### config.mk
export PLATFORM = sky130hd
export DESIGN_NAME = cook_time_countdown
export DESIGN_NICKNAME = d
export VERILOG_FILES = /design/src/rtl/cook_time_countdown.sv
export SDC_FILE = /design/constraint.sdc
export NUM_CORES = 1
export LEC_CHECK = 0
export ABC_AREA = 1
export BUFFER_PORTS_ARGS = -buffer_cell sky130_fd_sc_hd__buf_2
export CAP_MARGIN = 15
export CORE_MARGIN = 1
export CORE_UTILIZATION = 40
export CTS_CLUSTER_DIAMETER = 60
export DETAILED_ROUTE_END_ITERATION = 12
export PLACE_DENSITY_LB_ADDON = 0.15
export SYNTH_ARGS = -nofsm -noshare
export SYNTH_HDL_FRONTEND = slang
export SYNTH_SLANG_ARGS = --single-unit
### constraint.sdc
create_clock -name clock -period 2.4 [get_ports clock]
set_input_delay 0 -clock clock [delete_from_list [all_inputs] [get_ports clock]]
set_output_delay 0 -clock clock [all_outputs]
set_load 0.01 [all_outputs]
### src/rtl/cook_time_countdown.sv
// Microwave cook-time register and countdown.
// A sub-second counter collects TICKS_PER_SEC tick pulses, and each full
// second decrements a BCD MM:SS value. The counter reports RUNNING through
// tick_en/running, pulses done on reaching 00:00 and then holds alarm.
// Optional feature macro: QUICK_ADD_EN (the add pulse adds ADD_SECONDS).
// Handshake: all command inputs are single-cycle pulses that act on the next
// clock edge. When several coincide, the priority is
// clear > load > add > pause > start > tick.
// A command that is not legal in the current state is ignored, and the next
// command in priority order is evaluated instead.
module cook_time_countdown #(
  parameter int TICKS_PER_SEC = 10,
  parameter int ADD_SECONDS   = 30
) (
  input  logic       clock,
  input  logic       reset,
  input  logic       tick,
  input  logic       load,
  input  logic [7:0] load_mm,
  input  logic [7:0] load_ss,
  input  logic       start,
  input  logic       pause,
  input  logic       clear,
  input  logic       add,
  output logic [7:0] mm,
  output logic [7:0] ss,
  output logic       tick_en,
  output logic       running,
  output logic       done,
  output logic       alarm,
  output logic [2:0] state_dbg
);

  localparam int SW = (TICKS_PER_SEC > 1) ? $clog2(TICKS_PER_SEC) : 1;
  localparam logic [SW-1:0] SUB_LAST = SW'(TICKS_PER_SEC - 1);

  typedef enum logic [2:0] {
    S_IDLE    = 3'd0,
    S_READY   = 3'd1,
    S_RUNNING = 3'd2,
    S_PAUSED  = 3'd3,
    S_DONE    = 3'd4
  } state_e;

  state_e        state_q, state_d;
  logic [7:0]    mm_q, mm_d, ss_q, ss_d;
  logic [SW-1:0] sub_q, sub_d;
  logic          done_q, done_d;
  logic          running_q, alarm_q;
  logic [7:0]    san_mm, san_ss;

  function automatic logic [3:0] clamp_digit(input logic [3:0] d);
    return (d > 4'd9) ? 4'd9 : d;
  endfunction

  // One BCD pair minus one; callers never pass 00.
  function automatic logic [7:0] bcd_dec(input logic [7:0] v);
    if (v[3:0] != 4'd0) return {v[7:4], v[3:0] - 4'd1};
    else                return {v[7:4] - 4'd1, 4'd9};
  endfunction

`ifdef QUICK_ADD_EN
  function automatic int to_secs(input logic [7:0] m, input logic [7:0] s);
    return (int'(m[7:4]) * 10 + int'(m[3:0])) * 60 + int'(s[7:4]) * 10 + int'(s[3:0]);
  endfunction

  // Seconds to BCD {mm,ss}, saturating at 99:59.
  function automatic logic [15:0] to_bcd(input int t);
    int c, m, s;
    c = (t > 5999) ? 5999 : t;
    m = c / 60;
    s = c % 60;
    return {4'(m / 10), 4'(m % 10), 4'(s / 10), 4'(s % 10)};
  endfunction

  logic [15:0] add_sum;
  assign add_sum = (state_q == S_DONE) ? to_bcd(ADD_SECONDS)
                                       : to_bcd(to_secs(mm_q, ss_q) + ADD_SECONDS);
`else
  logic unused_add;
  assign unused_add = add;
`endif

  // Load sanitiser: digits clamp to 9, seconds above 59 clamp to 59.
  always_comb begin
    san_mm = {clamp_digit(load_mm[7:4]), clamp_digit(load_mm[3:0])};
    san_ss = {clamp_digit(load_ss[7:4]), clamp_digit(load_ss[3:0])};
    if (san_ss[7:4] > 4'd5) san_ss = 8'h59;
  end

  // Next-state, time value and sub-second counter in priority order.
  always_comb begin
    state_d = state_q;
    mm_d    = mm_q;
    ss_d    = ss_q;
    sub_d   = sub_q;
    done_d  = 1'b0;
    if (clear) begin
      state_d = S_IDLE;
      mm_d    = 8'h00;
      ss_d    = 8'h00;
      sub_d   = '0;
    end else if (load && state_q != S_RUNNING) begin
      mm_d    = san_mm;
      ss_d    = san_ss;
      sub_d   = '0;
      state_d = ({san_mm, san_ss} == 16'h0000) ? S_IDLE : S_READY;
`ifdef QUICK_ADD_EN
    end else if (add) begin
      mm_d = add_sum[15:8];
      ss_d = add_sum[7:0];
      if (state_q == S_IDLE || state_q == S_DONE) state_d = S_READY;
`endif
    end else if (pause && state_q == S_RUNNING) begin
      state_d = S_PAUSED;
    end else if (start && (state_q == S_READY || state_q == S_PAUSED)) begin
      state_d = S_RUNNING;
    end else if (tick && state_q == S_RUNNING) begin
      if (sub_q != SUB_LAST) begin
        sub_d = sub_q + 1'b1;
      end else begin
        sub_d = '0;
        if (ss_q != 8'h00) begin
          ss_d = bcd_dec(ss_q);
        end else begin
          ss_d = 8'h59;
          mm_d = bcd_dec(mm_q);
        end
        if (mm_d == 8'h00 && ss_d == 8'h00) begin
          state_d = S_DONE;
          done_d  = 1'b1;
        end
      end
    end
  end

  // State and output registers; reset aborts straight to IDLE.
  always_ff @(posedge clock or negedge reset) begin
    if (!reset) begin
      state_q   <= S_IDLE;
      mm_q      <= 8'h00;
      ss_q      <= 8'h00;
      sub_q     <= '0;
      done_q    <= 1'b0;
      running_q <= 1'b0;
      alarm_q   <= 1'b0;
    end else begin
      state_q   <= state_d;
      mm_q      <= mm_d;
      ss_q      <= ss_d;
      sub_q     <= sub_d;
      done_q    <= done_d;
      running_q <= (state_d == S_RUNNING);
      alarm_q   <= (state_q == S_DONE) && (state_d == S_DONE);
    end
  end

  assign mm        = mm_q;
  assign ss        = ss_q;
  assign tick_en   = running_q;
  assign running   = running_q;
  assign done      = done_q;
  assign alarm     = alarm_q;
  assign state_dbg = state_q;

endmodule
==> impl_metrics.env, run 1 <==
export IMPL_cts_tree="yes"
export IMPL_finalHoldViolCount=0
export IMPL_viasPerCell=5.01
export IMPL_post_route_cell_area_um2=2400
export IMPL_peak_supply_drop_uv=312
export IMPL_total_inserted_antenna_cells=0
export IMPL_synth_seq_cells=26
export IMPL_drt_first_pass_iters=4
export IMPL_finalHoldWorstSlack_ns=0.0229
export IMPL_grt_pass1_wl_mm=8.81
export IMPL_die_width_um=73.2
export IMPL_setup_tns_ns=0
export IMPL_first_global_vias=1874
export IMPL_std_cell_rows=25
export IMPL_synth_seq_area_share=0.321
export IMPL_yosysWarnings=0
export IMPL_postRouteWirelength_mm=5.38
export IMPL_fp_dieH_um=73.2
export IMPL_end_kind="flop"
export IMPL_power_per_cell_area_nw_per_um2=659
export IMPL_top_level_ports=47
export IMPL_holdCritPathClass="input port to flop"
export IMPL_residual_drc_count=0
export IMPL_place_congestion=0.860
export IMPL_clock_sink_count=26
export IMPL_crit_fanout=5
export IMPL_flow_area_growth_from_synthesis_pct=18.1
export IMPL_post_route_period_util=0.842
export IMPL_setup_violations_final=0
export IMPL_highest_attainable_clock_frequency_mhz=495
export IMPL_worst_r2r_cell_count=13
export IMPL_layout_commonest_cell="sky130_fd_sc_hd__nand2_1"
export IMPL_nNetsFinal=380
export IMPL_number_of_nets_with_antenna_violations_after_detailed_routing=0
export IMPL_max_slew_headroom_at_the_worst_pin=0.586
export IMPL_synthDistinctLibCells=35
export IMPL_die_area_um2=5360
export IMPL_start_kind="flop"
export IMPL_via_count=2084
export IMPL_postSynthAreaPerCell_um2=6.74
export IMPL_timing_hold_worst_path_depth=3
export IMPL_final_core_util=0.498
export IMPL_max_cap_viol_count=0
export IMPL_rsz_0062_raised_after_global_routing="false"
export IMPL_result_of_the_run="complete, no violations"
export IMPL_leakagePower_nw=1.29
export IMPL_cts_inserted_buffers=3
export IMPL_buffer_ports_inserted=45
export IMPL_initial_utilization=0.421
export IMPL_layout_cells_most_common_list="75 x sky130_fd_sc_hd__nand2_1, 45 x sky130_fd_sc_hd__buf_2, 39 x sky130_fd_sc_hd__inv_1"
export IMPL_cp_data_required_time_ns=2.58
export IMPL_pre_cts_slack_ns=0.232
export IMPL_cts_max_path_buffers=2
export IMPL_syn_instance_count=301
export IMPL_layout_cells_sized_above_1=0.232
export IMPL_finalWorstPathRequiredPeriod_ns=2.02
export IMPL_cts_htree_levels=1
export IMPL_worst_setup_path_type="flop to flop"
export IMPL_routed_wire_per_std_cell_um=12.9
export IMPL_dpl_instance_area_um2=2300
export IMPL_timing_clock_skew_ns=0.00665
export IMPL_placeableCoreArea_um2=4820
export IMPL_netlist_area_um2=2030
export IMPL_synth_fp_nets=331
export IMPL_grt_overflow_total=0
export IMPL_setup_ws_ns=0.379
export IMPL_worst_endpoint_arrival_ns=2.20
export IMPL_cts_reportedPaths_clkPinSlew_ns=0.10
export IMPL_clock_latency_on_the_worst_skew_pair_ns=0.28
export IMPL_worst_pin_slew_ns=0.622
export IMPL_clock_tree_root_cell="sky130_fd_sc_hd__clkbuf_8"
export IMPL_place_detailed_hpwl_mm=4.20
export IMPL_detailedRoute_firstIterationViolations=72
export IMPL_slew_violations=0
export IMPL_total_grt_usage=0.217
export IMPL_grt_start_max_net_pins=27
export IMPL_initial_antenna_violation_count=0
-- kinds of logic after synthesis --
family          count (synthesis)  share of synthesized area
simple gates                  170                      0.393
buf+inv                        50                      0.107
compound gates                 46                      0.129
flops                          26                      0.321
fa+ha+maj                       6                     0.0370
xor+xnor                        3                     0.0129
-- critical path: stages, from the launching register on --
cell	delay (ns)
sky130_fd_sc_hd__dfrtp_1	0.43
sky130_fd_sc_hd__inv_1	0.15
sky130_fd_sc_hd__ha_1	0.20
sky130_fd_sc_hd__inv_1	0.05
sky130_fd_sc_hd__nor2_1	0.29
sky130_fd_sc_hd__nor2_1	0.07
sky130_fd_sc_hd__o21ai_0	0.16
sky130_fd_sc_hd__nand2_1	0.12
sky130_fd_sc_hd__nor2_2	0.16
sky130_fd_sc_hd__nand2_1	0.06
sky130_fd_sc_hd__nand2_1	0.05
sky130_fd_sc_hd__nand2_1	0.04
sky130_fd_sc_hd__nand2_1	0.08
sky130_fd_sc_hd__nor2_1	0.05
-- power breakdown --
group          switching (W)  internal (W)
combinational       0.000433      0.000243
sequential         0.0000466      0.000478
clock               0.000155      0.000224
total               0.000635      0.000945
-- stage by stage --
stage          power [W]  instances
5_1_grt          0.00170        416
6_report         0.00158        416
4_1_cts          0.00158        414
3_3_place_gp     0.00119        409
3_5_place_dp     0.00119        409
2_1_floorplan    0.00101        301
-- worst paths after layout --
kind                                   start            to  slack, ns
worst min-delay path              load_ss[2]         ss[2]       0.02
worst max register to register         mm[1]       running       0.38
worst max-delay path                   mm[1]       running       0.38
worst min register to register  state_dbg[0]         alarm       0.50
min in group asynchronous              reset         ss[5]       0.25
max in group asynchronous              reset  state_dbg[0]       1.74
-- state kept, by name (all words and copies together) (netlist names) --
signal     cells
mm             8
ss             8
sub_q          4
state_dbg      3
alarm          1
done           1
running        1
-- metal layers --
layer | global-route usage | vias to the layer above | wire length [um]
li1 | - | 1074 | -
met1 | 0.311 | 949 | 2700
met2 | 0.342 | 51 | 2370
met3 | 0.0180 | 10 | 210
met4 | 0.0784 | 0 | 105
met5 | 0 | - | 0
-- final cells by class --
cell class / count / area, um^2
Fill cell: 532 / 2420
Clock inverter: 1 / 30.0
Sequential cell: 26 / 651
Clock buffer: 3 / 41.3
Multi-Input combinational cell: 225 / 1160
Inverter: 45 / 171
Timing Repair Buffer: 49 / 258
Tap cell: 67 / 83.8
-- cells in the mapped netlist, drive strengths merged --
cell    number  area, um^2
nand2       83         342
nor3         7        40.0
o21ai       19        95.1
o41ai        1        8.76
a21boi       1        7.51
and2         1        6.26
o31ai        2        15.0
clkbuf       1        3.75
nand3       23         125
nand4        4        25.0
a21oi        9        45.0
inv         45         171
xor2         3        26.3
o22ai        9        56.3
and3         2        12.5
a31oi        2        12.5
o211ai       1        7.51
dfrtp       26         651
nor4         3        18.8
ha           6        75.1
nor2        43         201
buf          4        41.3
nand3b       2        15.0
o21a         2        15.0
or2          2        12.5
-- repair_timing --
action	in CTS	in global routing
hold buffers	1	0
setup endpoints to repair	0	3
endpoints found under the hold margin	26	0
gates resized for setup	0	0
buffers inserted	0	2
No activity file was read; power rests on OpenSTA's default activity.
==> run 2: changes to the inputs <==
==> constraint.sdc (replaced) <==
create_clock -name clock -period 1.7 [get_ports clock]
set_input_delay 0 -clock clock [delete_from_list [all_inputs] [get_ports clock]]
set_output_delay 0 -clock clock [all_outputs]
set_load 0.01 [all_outputs]
==> impl_metrics.env, run 2 (same netlist as run 1, synthesis figures left out) <==
export IMPL_result_of_the_run="complete, but fails checks"
export IMPL_violations="setup timing"
export IMPL_worst_pin_slew_ns=0.627
export IMPL_detailedRoute_firstIterationViolations=192
export IMPL_whs_endpoint="ss[2]"
export IMPL_leakagePower_nw=1.66
export IMPL_postRouteWirelength_mm=6.51
export IMPL_number_of_nets_with_antenna_violations_after_detailed_routing=0
export IMPL_timing_critical_path_slowest_stage_cell="sky130_fd_sc_hd__dfrtp_1"
export IMPL_power_clock_fraction=0.184
export IMPL_peak_supply_drop_uv=466
export IMPL_cts_reportedPaths_clkPinSlew_ns=0.09
export IMPL_max_cap_viol_count=0
export IMPL_place_detailed_hpwl_mm=4.86
export IMPL_initial_antenna_violation_count=0
export IMPL_buffer_ports_inserted=45
export IMPL_holdCritPathClass="input port to flop"
export IMPL_nNetsFinal=444
export IMPL_grt_overflow_total=0
export IMPL_power_per_cell_area_nw_per_um2=887
export IMPL_slew_violations=0
export IMPL_power_frac_seq=0.258
export IMPL_std_cell_rows=25
export IMPL_net_switching_power_w=0.00111
export IMPL_start_kind="flop"
export IMPL_timing_critical_path_slowest_cell_delay_ns=0.39
export IMPL_cts_tree="yes"
export IMPL_first_global_vias=2125
export IMPL_cpMostUsedCell="sky130_fd_sc_hd__nand2_4"
export IMPL_die_area_um2=5360
export IMPL_worst_setup_path_type="flop to flop"
export IMPL_setup_tns_ns=-0.745
export IMPL_grt_start_max_net_pins=27
export IMPL_post_route_period_util=1.12
export IMPL_pwr_share_comb=0.558
export IMPL_r2r_setup_slack_ns=-0.20
export IMPL_clock_sink_count=26
export IMPL_fp_dieH_um=73.2
export IMPL_setup_ws_ns=-0.203
export IMPL_die_width_um=73.2
export IMPL_flow_area_growth_from_synthesis_pct=57.0
export IMPL_routed_wire_per_std_cell_um=13.6
export IMPL_cts_max_path_buffers=2
export IMPL_critical_path_reg2reg_endpoint="done"
export IMPL_area_sequential_um2=651
export IMPL_grt_pass1_wl_mm=9.87
export IMPL_worst_endpoint_arrival_ns=2.11
export IMPL_place_congestion=0.934
export IMPL_timing_clock_skew_ns=0.00379
export IMPL_critPathTopFamily="simple AND/OR/NAND/NOR gates"
export IMPL_setup_violations_final=6
export IMPL_initial_utilization=0.421
export IMPL_cp_data_required_time_ns=1.91
export IMPL_dpl_instance_area_um2=2740
export IMPL_cts_htree_levels=1
export IMPL_layout_cells_most_common_list="61 x sky130_fd_sc_hd__buf_4, 58 x sky130_fd_sc_hd__nand2_1, 45 x sky130_fd_sc_hd__buf_2"
export IMPL_total_grt_usage=0.243
export IMPL_total_power_w=0.00283
export IMPL_min_from="load_ss[2]"
export IMPL_clock_tree_root_cell="sky130_fd_sc_hd__clkbuf_8"
export IMPL_drt_first_pass_iters=4
export IMPL_cts_inserted_buffers=3
export IMPL_viasPerCell=4.90
export IMPL_layout_commonest_cell="sky130_fd_sc_hd__buf_4"
export IMPL_clock_latency_on_the_worst_skew_pair_ns=0.28
export IMPL_finalHoldWorstSlack_ns=0.0492
export IMPL_post_route_cell_area_um2=3190
export IMPL_critical_path_buf_inv_count=3
export IMPL_crit_fanout=8
export IMPL_finalWorstPathRequiredPeriod_ns=1.90
export IMPL_residual_drc_count=0
export IMPL_via_count=2354
export IMPL_end_kind="flop"
export IMPL_highest_attainable_clock_frequency_mhz=525
export IMPL_crit_chain="inv_2 > ha_4 > nand2_4 > nor2_4 > clkinv_4 > nand2_4 > buf_4 > nand3_1 > nor4_1 > nand4_1 > nor2_1"
export IMPL_power_share_switching=0.393
export IMPL_rsz_0062_raised_after_global_routing="true"
export IMPL_top_level_ports=47
export IMPL_filler_cell_count=441
export IMPL_crit_reg2reg_launch="ss[5]"
export IMPL_final_core_util=0.662
export IMPL_max_slew_headroom_at_the_worst_pin=0.582
export IMPL_layout_cells_sized_above_1=0.470
export IMPL_total_inserted_antenna_cells=0
export IMPL_worst_r2r_cell_count=11
export IMPL_finalHoldViolCount=0
export IMPL_timing_hold_worst_path_depth=3
export IMPL_multi_input_logic_area_um2=1380
export IMPL_p_int_w=0.00172
export IMPL_placeableCoreArea_um2=4820
==> run 2: what timing repair did <==
item	4_1_cts	5_1_grt
hold buffers	1	0
buffers inserted	0	13
cloned	0	2
pin swaps	1	20
endpoints found under the hold margin	26	0
setup endpoints to repair	7	20
gates resized for setup	8	61
==> run 2: per-stage QoR <==
stage / instances / setup slack, ns
final: 480 / -0.203
after CTS: 465 / -0.112
after detailed placement: 460 / -0.129
after global routing: 480 / -0.296
after global placement: 460 / -0.120
after floorplan: 301 / 0.00236
==> run 2: final cells by class <==
type,count,area share
clock buffer,3,0.0130
clock inverter,1,0.00942
inverter,45,0.0593
multi-input combinational,225,0.432
sequential,26,0.204
tap,67,0.0263
timing repair buffer,113,0.256
==> run 2: routing by layer <==
metal	routed length, um	global-route usage	vias to the layer above	share of wire
li1	-	-	1202	-
met1	3000	0.332	1074	0.46
met2	3160	0.408	67	0.49
met3	233	0.0207	11	0.036
met4	112	0.0719	0	0.017
met5	0	0	-	0
==> run 2: power groups by stage <==
stage / Combinational, W / Clock (W) / Sequential (W)
final: 0.00158 / 0.000521 / 0.000730
after detailed placement: 0.00127 / 0 / 0.000739
after global routing: 0.00172 / 0.000561 / 0.000737
after CTS: 0.00131 / 0.000541 / 0.000727
after floorplan: 0.000678 / 0 / 0.000778
after global placement: 0.00127 / 0 / 0.000735
==> run 2: worst max-delay path by stage <==
| stage | start | end | slack [ns] | cells after the start |
|---|---|---|---|---|
| 6_report | ss[5] | done | -0.20 | 11 |
| 3_3_place_gp | ss[5] | running | -0.12 | 15 |
| 3_5_place_dp | ss[5] | running | -0.13 | 15 |
| 2_1_floorplan | ss[5] | running | 0.002 | 14 |
| 4_1_cts | ss[4] | running | -0.11 | 15 |
| 5_1_grt | sub_q[1] | running | -0.30 | 15 |
==> run 2: worst register-to-register path: stages (launching register included) <==
cell and delay, ns:
sky130_fd_sc_hd__dfrtp_1 0.39, sky130_fd_sc_hd__inv_2 0.08, sky130_fd_sc_hd__ha_4 0.15, sky130_fd_sc_hd__nand2_4 0.06, sky130_fd_sc_hd__nor2_4 0.18, sky130_fd_sc_hd__clkinv_4 0.14, sky130_fd_sc_hd__nand2_4 0.09, sky130_fd_sc_hd__buf_4 0.10
sky130_fd_sc_hd__nand3_1 0.07, sky130_fd_sc_hd__nor4_1 0.30, sky130_fd_sc_hd__nand4_1 0.15, sky130_fd_sc_hd__nor2_1 0.11
